[src/rtl/raw_rgb_read_sequencer_if.sv]
// Signal bundle between the demosaic read sequencer and the video / line-buffer side.
// The master is the sequencer; the slave supplies ENABLE and LINE_RDY and consumes the timing.
interface raw_rgb_read_sequencer_if;
    logic        ENABLE;
    logic        LINE_RDY;
    logic        VGA_HS;
    logic        VGA_VS;
    logic        VGA_BLANK_N;
    logic        READ_Request;
    logic [10:0] X_Cont;
    logic [10:0] Y_Cont;
    logic        LINE_REQ;
    logic        FRAME_START;
    logic        UNDERFLOW;

    modport master (
        input  ENABLE, LINE_RDY,
        output VGA_HS, VGA_VS, VGA_BLANK_N, READ_Request,
               X_Cont, Y_Cont, LINE_REQ, FRAME_START, UNDERFLOW
    );

    modport slave (
        output ENABLE, LINE_RDY,
        input  VGA_HS, VGA_VS, VGA_BLANK_N, READ_Request,
               X_Cont, Y_Cont, LINE_REQ, FRAME_START, UNDERFLOW
    );
endinterface

[src/rtl/raw_rgb_read_sequencer.sv]
// VGA timing and line-read scheduler for the RAW-to-RGB demosaic path: a line whose
// FIFO data is not ready at its start is blanked whole and flagged, never read short.
module raw_rgb_read_sequencer #(
    parameter int H_ACTIVE = 640,
    parameter int H_FP     = 16,
    parameter int H_SYNC   = 96,
    parameter int H_BP     = 48,
    parameter int V_ACTIVE = 480,
    parameter int V_FP     = 10,
    parameter int V_SYNC   = 2,
    parameter int V_BP     = 33,
    parameter int PREFETCH = 64
) (
    input  logic                             VGA_CLK,
    input  logic                             RST_N,
    raw_rgb_read_sequencer_if.master         bus
);

    localparam int H_TOTAL = H_ACTIVE + H_FP + H_SYNC + H_BP;
    localparam int V_TOTAL = V_ACTIVE + V_FP + V_SYNC + V_BP;

    localparam logic [10:0] H_LAST   = 11'(H_TOTAL - 1);
    localparam logic [10:0] V_LAST   = 11'(V_TOTAL - 1);
    localparam logic [10:0] H_ACT    = 11'(H_ACTIVE);
    localparam logic [10:0] V_ACT    = 11'(V_ACTIVE);
    localparam logic [10:0] V_ACT_M1 = 11'(V_ACTIVE - 1);
    localparam logic [10:0] HS_BEG   = 11'(H_ACTIVE + H_FP);
    localparam logic [10:0] HS_END   = 11'(H_ACTIVE + H_FP + H_SYNC);
    localparam logic [10:0] VS_BEG   = 11'(V_ACTIVE + V_FP);
    localparam logic [10:0] VS_END   = 11'(V_ACTIVE + V_FP + V_SYNC);
    localparam logic [10:0] H_REQ    = 11'(H_TOTAL - PREFETCH);

    typedef enum logic [1:0] {IDLE, PRIME, RUN, DRAIN} state_t;

    state_t      state_q, state_d;
    logic [10:0] h_q, h_d;
    logic [10:0] v_q, v_d;
    logic        line_ok_q, line_ok_d;
    logic        underflow_q, underflow_d;
    logic        hs_q, hs_d;
    logic        vs_q, vs_d;
    logic        pix_q, pix_d;
    logic [10:0] x_q, x_d;
    logic [10:0] y_q, y_d;
    logic        req_q, req_d;
    logic        fs_q, fs_d;

    logic running;
    logic h_end;
    logic v_end;
    logic next_active;

    always_comb begin
        running     = (state_q != IDLE);
        h_end       = (h_q == H_LAST);
        v_end       = (v_q == V_LAST);
        // Line 0 only follows the last line if we are not about to drop back to IDLE.
        next_active = (v_q < V_ACT_M1) || (v_end && ((state_q != DRAIN) || bus.ENABLE));

        state_d     = state_q;
        h_d         = h_q;
        v_d         = v_q;
        line_ok_d   = line_ok_q;
        underflow_d = underflow_q;

        case (state_q)
            IDLE: begin
                h_d = '0;
                v_d = '0;
                if (bus.ENABLE) begin
                    state_d     = PRIME;
                    v_d         = V_LAST;
                    underflow_d = 1'b0;
                end
            end
            PRIME: begin
                h_d = h_q + 11'd1;
                if (h_end) begin
                    h_d     = '0;
                    v_d     = '0;
                    state_d = RUN;
                end
            end
            RUN, DRAIN: begin
                h_d = h_q + 11'd1;
                if (h_end) begin
                    h_d = '0;
                    v_d = v_end ? 11'd0 : v_q + 11'd1;
                end
                if (state_q == RUN) begin
                    if (!bus.ENABLE)
                        state_d = DRAIN;
                end else if (bus.ENABLE) begin
                    state_d = RUN;
                end else if (h_end && v_end) begin
                    state_d = IDLE;
                    h_d     = '0;
                    v_d     = '0;
                end
            end
            default: state_d = IDLE;
        endcase

        // FIFO readiness is judged once, at the boundary before the line starts.
        if (running && h_end) begin
            line_ok_d = bus.LINE_RDY;
            if (next_active && !bus.LINE_RDY)
                underflow_d = 1'b1;
        end

        hs_d  = !(running && (h_q >= HS_BEG) && (h_q < HS_END));
        vs_d  = !(running && (v_q >= VS_BEG) && (v_q < VS_END));
        pix_d = running && (h_q < H_ACT) && (v_q < V_ACT) && line_ok_q;
        x_d   = (running && (h_q < H_ACT) && (v_q < V_ACT)) ? h_q : 11'd0;
        y_d   = !running ? 11'd0 : ((v_q < V_ACT) ? v_q : y_q);
        req_d = running && (h_q == H_REQ) &&
                ((v_q < V_ACT_M1) || (v_end && (state_q != DRAIN)));
        fs_d  = pix_d && (h_q == 11'd0) && (v_q == 11'd0);
    end

    always_ff @(posedge VGA_CLK or negedge RST_N) begin
        if (!RST_N) begin
            state_q     <= IDLE;
            h_q         <= '0;
            v_q         <= '0;
            line_ok_q   <= 1'b0;
            underflow_q <= 1'b0;
            hs_q        <= 1'b1;
            vs_q        <= 1'b1;
            pix_q       <= 1'b0;
            x_q         <= '0;
            y_q         <= '0;
            req_q       <= 1'b0;
            fs_q        <= 1'b0;
        end else begin
            state_q     <= state_d;
            h_q         <= h_d;
            v_q         <= v_d;
            line_ok_q   <= line_ok_d;
            underflow_q <= underflow_d;
            hs_q        <= hs_d;
            vs_q        <= vs_d;
            pix_q       <= pix_d;
            x_q         <= x_d;
            y_q         <= y_d;
            req_q       <= req_d;
            fs_q        <= fs_d;
        end
    end

    assign bus.VGA_HS       = hs_q;
    assign bus.VGA_VS       = vs_q;
    assign bus.VGA_BLANK_N  = pix_q;
    assign bus.READ_Request = pix_q;
    assign bus.X_Cont       = x_q;
    assign bus.Y_Cont       = y_q;
    assign bus.LINE_REQ     = req_q;
    assign bus.FRAME_START  = fs_q;
    assign bus.UNDERFLOW    = underflow_q;

endmodule

[src/flat_wrapper.sv]
// flat-port wrapper written by rule: the top's interface ports become plain ports
module raw_rgb_read_sequencer_flat 
#(
    parameter int H_ACTIVE = 640,
    parameter int H_FP     = 16,
    parameter int H_SYNC   = 96,
    parameter int H_BP     = 48,
    parameter int V_ACTIVE = 480,
    parameter int V_FP     = 10,
    parameter int V_SYNC   = 2,
    parameter int V_BP     = 33,
    parameter int PREFETCH = 64
)
  (VGA_CLK, RST_N, bus_ENABLE, bus_LINE_RDY, bus_VGA_HS, bus_VGA_VS, bus_VGA_BLANK_N, bus_READ_Request, bus_X_Cont, bus_Y_Cont, bus_LINE_REQ, bus_FRAME_START, bus_UNDERFLOW);
  raw_rgb_read_sequencer_if bus_i ();
  input  logic VGA_CLK;
  input  logic RST_N;
  input wire logic [$bits(bus_i.ENABLE)-1:0] bus_ENABLE;
  input wire logic [$bits(bus_i.LINE_RDY)-1:0] bus_LINE_RDY;
  output wire logic [$bits(bus_i.VGA_HS)-1:0] bus_VGA_HS;
  output wire logic [$bits(bus_i.VGA_VS)-1:0] bus_VGA_VS;
  output wire logic [$bits(bus_i.VGA_BLANK_N)-1:0] bus_VGA_BLANK_N;
  output wire logic [$bits(bus_i.READ_Request)-1:0] bus_READ_Request;
  output wire logic [$bits(bus_i.X_Cont)-1:0] bus_X_Cont;
  output wire logic [$bits(bus_i.Y_Cont)-1:0] bus_Y_Cont;
  output wire logic [$bits(bus_i.LINE_REQ)-1:0] bus_LINE_REQ;
  output wire logic [$bits(bus_i.FRAME_START)-1:0] bus_FRAME_START;
  output wire logic [$bits(bus_i.UNDERFLOW)-1:0] bus_UNDERFLOW;
  assign bus_i.ENABLE = bus_ENABLE;
  assign bus_i.LINE_RDY = bus_LINE_RDY;
  assign bus_VGA_HS = bus_i.VGA_HS;
  assign bus_VGA_VS = bus_i.VGA_VS;
  assign bus_VGA_BLANK_N = bus_i.VGA_BLANK_N;
  assign bus_READ_Request = bus_i.READ_Request;
  assign bus_X_Cont = bus_i.X_Cont;
  assign bus_Y_Cont = bus_i.Y_Cont;
  assign bus_LINE_REQ = bus_i.LINE_REQ;
  assign bus_FRAME_START = bus_i.FRAME_START;
  assign bus_UNDERFLOW = bus_i.UNDERFLOW;
  raw_rgb_read_sequencer #(.H_ACTIVE(H_ACTIVE), .H_FP(H_FP), .H_SYNC(H_SYNC), .H_BP(H_BP), .V_ACTIVE(V_ACTIVE), .V_FP(V_FP), .V_SYNC(V_SYNC), .V_BP(V_BP), .PREFETCH(PREFETCH)) u_core (.VGA_CLK(VGA_CLK), .RST_N(RST_N), .bus(bus_i));
endmodule
[config.mk]
export PLATFORM = sky130hd
export DESIGN_NAME = raw_rgb_read_sequencer_flat
export DESIGN_NICKNAME = d
export VERILOG_FILES = /design/src/rtl/raw_rgb_read_sequencer_if.sv /design/src/rtl/raw_rgb_read_sequencer.sv /design/src/flat_wrapper.sv
export SDC_FILE = /design/constraint.sdc
export NUM_CORES = 1
export LEC_CHECK = 0
export ABC_AREA = 1
export BUFFER_PORTS_ARGS = -buffer_cell sky130_fd_sc_hd__buf_2
export CAP_MARGIN = 20
export CORE_MARGIN = 5
export CORE_UTILIZATION = 50
export CTS_BUF_LIST = sky130_fd_sc_hd__clkbuf_4 sky130_fd_sc_hd__clkbuf_8 sky130_fd_sc_hd__clkbuf_16
export DETAILED_ROUTE_END_ITERATION = 8
export PLACE_DENSITY_LB_ADDON = 0.15
export SLEW_MARGIN = 0
export SYNTH_ARGS = -nofsm -noshare
export SYNTH_HDL_FRONTEND = slang
export SYNTH_SLANG_ARGS = --single-unit
[constraint.sdc]
create_clock -name VGA_CLK -period 3.2 [get_ports VGA_CLK]
set_clock_uncertainty 0.05 [all_clocks]
set_input_delay 0.32 -clock VGA_CLK [delete_from_list [all_inputs] [get_ports VGA_CLK]]
set_output_delay 0.32 -clock VGA_CLK [all_outputs]
set_load 0.05 [all_outputs]
Word-level counts from Yosys, hierarchy flattened
Cells that the tools add are included.
{ "word_totals": {"regBits": 53, "inputBits": 4, "output_inout_bits": 29} }
{ "classes": {"n_addsub": 2, "magnitude_cmp": 7, "n_eq_ne": 12, "n_mux": 27, "reduce_logical": 28} }
{ "op_table": {"columns": ["operator", "n"], "rows": [
  ["two-way mux 11 bit", 13],
  ["one-hot mux 11 bit (3 select lines)", 2],
  ["equality test 11 x 10 -> 1 bit, second input constant", 3],
  ["less-than comparator 11 x 9 -> 1 bit, second input constant", 3],
  ["adder 11 x 1 -> 11 bit, second input constant", 2],
  ["zero test 11 bit", 2],
  ["less-than comparator 11 x 10 -> 1 bit, second input constant", 2],
  ["logical AND 1 bit", 16],
  ["two-way mux 2 bit", 6],
  [">= comparator 11 x 10 -> 1 bit, second input constant", 1],
  [">= comparator 11 x 9 -> 1 bit, second input constant", 1],
  ["two-way mux 10 bit", 1],
  ["!= test 2 bit, second input constant", 3],
  ["one-hot mux 2 bit (3 select lines)", 1],
  ["equality test 2 bit, second input constant", 2],
  ["two-way mux 1 bit", 4],
  ["!= test 4 x 2 -> 1 bit, second input constant", 1],
  ["AND reduction 4 bit", 1],
  ["zero test 1 bit", 3],
  ["logical OR 1 bit", 3],
  ["!= test 3 bit, second input constant", 1],
  ["equality test 2 x 1 -> 1 bit, second input constant", 1],
  ["zero test 2 bit", 1],
  ["!= test 2 x 1 -> 1 bit, second input constant", 1],
  ["2 further kinds", 2]
]} }

Depth between registers and ports, before layout
{ "logic_depth": {"ltp_word": 7, "depth_mapped": 11, "ltp_nobuf": 11} }

Worst setup path before layout
OpenSTA, ideal clock, no wires.
{ "synth_timing": {"path_type": "register -> register", "from": "register u_core.h_q[0]", "to": "register u_core.v_q[0]", "setup_ps": 120, "t_arrival_ps": 1286, "required_time_ps": 3030, "setup_slack_ps": 1744, "stages_incl_launch_ff": 9, "path_buffers": 0, "period_less_slack_ps": 1456, "path_cell_list": "dfrtp_1 > ha_1 > nand3_2 > nor2_2 > nand2_4 > nor2_2 > nor2_4 > nor2_4 > nor2_1"} }
{ "synth_via": {"elab_chain_len": 6} }
{ "synth_rtl": {"columns": ["item", "line", "text"], "rows": [
  ["from (decl)", "raw_rgb_read_sequencer.sv:36", "logic [10:0] h_q, h_d;"],
  ["from (signal assigned)", "raw_rgb_read_sequencer.sv:124", "h_q <= '0;"],
  ["from (signal assigned)", "raw_rgb_read_sequencer.sv:137", "h_q <= h_d;"],
  ["equality test 11 x 10 -> 1 bit (*)", "raw_rgb_read_sequencer.sv:55", "h_end = (h_q == H_LAST);"],
  ["two-way mux 11 bit / logical AND 1 bit (equally long branches)", "raw_rgb_read_sequencer.sv:86, raw_rgb_read_sequencer.sv:95", null],
  ["two-way mux 11 bit", "raw_rgb_read_sequencer.sv:95", "end else if (h_end && v_end) begin"],
  ["two-way mux 11 bit", "raw_rgb_read_sequencer.sv:93", "end else if (bus.ENABLE) begin"],
  ["two-way mux 11 bit", "raw_rgb_read_sequencer.sv:90", "if (state_q == RUN) begin"],
  ["one-hot mux 11 bit (3 select lines)", "raw_rgb_read_sequencer.sv:66", "case (state_q)"],
  ["to (signal assigned)", "raw_rgb_read_sequencer.sv:138", "v_q <= v_d;"],
  ["to (decl)", "raw_rgb_read_sequencer.sv:37", "logic [10:0] v_q, v_d;"]
]} }
Mark *: on every way between the ends. The rest lies on a longest branch, timed or not.
A chain may end at the register's enable or synchronous reset.

Final worst setup path
{ "layout_timing": {"from": "register u_core.state_q[1]", "to": "register u_core.y_q[8], in the netlist u_core.bus.Y_Cont[8]"} }
{ "layout_via": {"elab_chain_len": 2} }
{ "layout_rtl": {"columns": ["item", "line", "text"], "rows": [
  ["from (decl)", "raw_rgb_read_sequencer.sv:35", "state_t state_q, state_d;"],
  ["from (signal assigned)", "raw_rgb_read_sequencer.sv:136", "state_q <= state_d;"],
  ["nonzero test 2 bit (*)", "raw_rgb_read_sequencer.sv:54", "running = (state_q != IDLE);"],
  ["!= test 2 bit (no source line) / two-way mux 11 bit (equally long branches)", null, null],
  ["to (signal assigned)", "raw_rgb_read_sequencer.sv:145", "y_q <= y_d;"],
  ["to (decl)", "raw_rgb_read_sequencer.sv:44", "logic [10:0] y_q, y_d;"]
]} }
Marks and branches as above.

==> impl_metrics.ini <==
[outcome]
status = complete, no violations

[yosys]
synth_top_area_share = 0.473
synth_area_leaders = dfrtp_1, nand2_1, inv_1
synth.most_common_cell = nand2_1
synth-seq-cells = 53
yosys_warnings = 0
synth_common_cells = nand2_1, dfrtp_1, inv_1
syn_avg_cell_area_um2 = 8.20
synth-edff-count = 0
yosys.area.top_type = dfrtp_1
synthCells = 329
ys.flop_type = dfrtp_1
syn_area_um2 = 2700
yosysSeqAreaShare = 0.493
syn-num-nets = 337
async_flop_share = 1.00
synth_cell_types = 32

[final_layout]
fillers = 474
drive_above_1_share = 0.201
multi_input_area_um2 = 1110
insertedDiodeCount = 0
final_nets = 370
regArea_um2 = 1330
fin_util = 0.580
syn2layout_area_growth_pct = 11.2

[floorplan]
design.core.area_um2 = 5170
die_y_um = 83.4
core.rowCount = 26
initial_core_util = 0.521
dieArea_um2 = 6960
fp.dieW_um = 83.4
io_pins = 33

[critical_path]
worstPathArrival_ps = 1850
cp_max_fo = 11
critPathKind = flip-flop to flip-flop
slowest_delay_ps = 470
cp.required_ps = 3310
cp-start-kind = flip-flop
crit_path_end_kind = flip-flop
path_cells = nor2_1 > inv_1 > o21ai_1 > o22ai_1
cpMaxStageDelayCell = dfrtp_1

[global_routing]
antenna_found_initial = 0
grt_max_degree = 42
grt_remaining_overflow = 0
first_global_vias = 2062
track_usage = 0.170
grt_pass1_wl_um = 9830

[clock_tree]
cts_setup_buffers = 0
h-tree-depth = 2
cts.clk_slew.worst_paths_ps = 100
clk_latency_ps = 300
cts_resized = 0
cts.sinks = 53
cts_tree = done
hold_buffers = 0
cts_buffers = 5
cts-root-buf = clkbuf_8
clk_path_buf_depth = 2

[drt]
ant_nets = 0
top_layer_used = met4
dr.pass1.iters = 5
wl_met3_um = 465
drc = 0
wl_met1_um = 2710
wl_per_cell_um = 12.9
drtIter0Drc = 198
post_drt_via_cell_ratio = 5.16
routed_wirelength_um = 5600
met2_length_um = 2310
vias = 2233

[placement]
hpwl_um = 4350
globalplace.congestion = 0.907
io_buffer_count = 32

[sta]
holdWs_ps = 58.9
finalHoldViolations = 0
min_period_over_period = 0.544
rsz0062_at_grt = no
finalCriticalPeriod_ps = 1740
tightest_slew_ps = 841
relSlewSlack = 0.440
setup_violations = 0
setup_tns_ps = 0
drv_slew = 0
max_freq_mhz = 575

[power]
ir_drop_v = 0.000246
p_per_area_nw_per_um2 = 361
p_leak_nw = 1.59
finalPower_mw = 1.08

[flow_run]
drv_cap = 0

[worst_hold_path]
min_path_type = primary input to async pin
[worst max-delay path, delay by kind of cell (launching register included)]
family | cells | cell delay, ps
and+or+nand+nor | 1 | 300
AOI/OAI and AO/OA | 2 | 580
DFF | 1 | 470
buffers and inverters | 1 | 200
[where the power goes]
part           total [mW]  internal, mW  switching, mW
clock network       0.388         0.159          0.229
registers           0.672         0.671       0.000684
logic              0.0231       0.00376         0.0193
total                1.08         0.834          0.249
[through the flow]
step,std cells,cell area (um2),setup WS [ps]
final,433,3000,1460
after global routing,433,3000,1170
after CTS,433,3000,1460
after detailed placement,425,2900,1480
after global placement,425,2900,1500
after floorplan,329,2700,1740
[path summary, 6_finish.rpt]
kind	cells after the start	slack, ps	start	endpoint
setup reg to reg	4	1460	u_core.state_q[1]	u_core.bus.Y_Cont[8]
max in group asynchronous	2	2330	RST_N	u_core.bus.UNDERFLOW
min in group VGA_CLK	3	250	bus_LINE_RDY	u_core.line_ok_q
setup / recovery	4	1460	u_core.state_q[1]	u_core.bus.Y_Cont[8]
hold / removal	1	60	RST_N	u_core.bus.X_Cont[0]
hold reg to reg	2	440	u_core.bus.UNDERFLOW	u_core.bus.UNDERFLOW
[registers in the layout (all words and copies together) (netlist names)]
signal and count:
u_core.bus.X_Cont 11, u_core.bus.UNDERFLOW 1, u_core.bus.FRAME_START 1, u_core.bus.VGA_HS 1, u_core.h_q 11, u_core.state_q 2, u_core.line_ok_q 1, u_core.bus.LINE_REQ 1
u_core.v_q 11, u_core.bus.READ_Request 1, u_core.bus.Y_Cont 11, u_core.bus.VGA_VS 1
[cell usage in the layout, fill, tap and decap left out]
master      Yosys  layout
nand2_1        67      67
dfrtp_1        51      51
inv_1          50      50
nor2_1         43      43
buf_2           2      32
nand3_1        19      19
nor2_2         10      10
nand4_1        10      10
o21ai_0         9       9
o22ai_1         8       8
xor2_1          7       7
nand2_2         5       5
nor4_1          5       5
clkbuf_8        0       5
inv_2           4       4
a21oi_1         4       4
nor3_1          4       4
ha_1            4       4
nor2_4          3       3
o21ai_1         3       3
nand2_4         2       2
nor3b_1         2       2
nor3_2          2       2
clkinvlp_4      0       2
dfstp_2         2       2
nand3_2         1       1
a31oi_1         1       1
o21a_1          1       1
a211oi_1        1       1
inv_4           1       1
nand4_4         1       1
or2_2           1       1
inv_8           0       1
buf_4           5       1
conb_1          1       1
[cell families after synthesis]
logic type / count (synthesis) / share of synthesized area
AND/OR/NAND/NOR: 175 / 0.313
buffers and inverters: 62 / 0.0951
flip-flops: 53 / 0.493
AO/OA/AOI/OAI: 27 / 0.0562
XOR/XNOR: 7 / 0.0227
adder cells (fa/ha/maj): 4 / 0.0186
other: 1 / 0.00139
[layer usage]
| layer | track usage | vias to the layer above |
|---|---|---|
| met5 | 0 | - |
| li1 | - | 1103 |
| met3 | 0.0307 | 12 |
| met2 | 0.241 | 101 |
| met1 | 0.262 | 1017 |
| met4 | 0.0541 | 0 |
[area by class of cell]
| class | count | share of cell area |
|---|---|---|
| inverter | 55 | 0.0697 |
| timing repair buffer | 33 | 0.0559 |
| multi-input combinational | 214 | 0.370 |
| sequential | 53 | 0.443 |
| tap | 70 | 0.0292 |
| clock inverter | 3 | 0.00876 |
| clock buffer | 5 | 0.0229 |
Power figures use the tool's default switching activity.
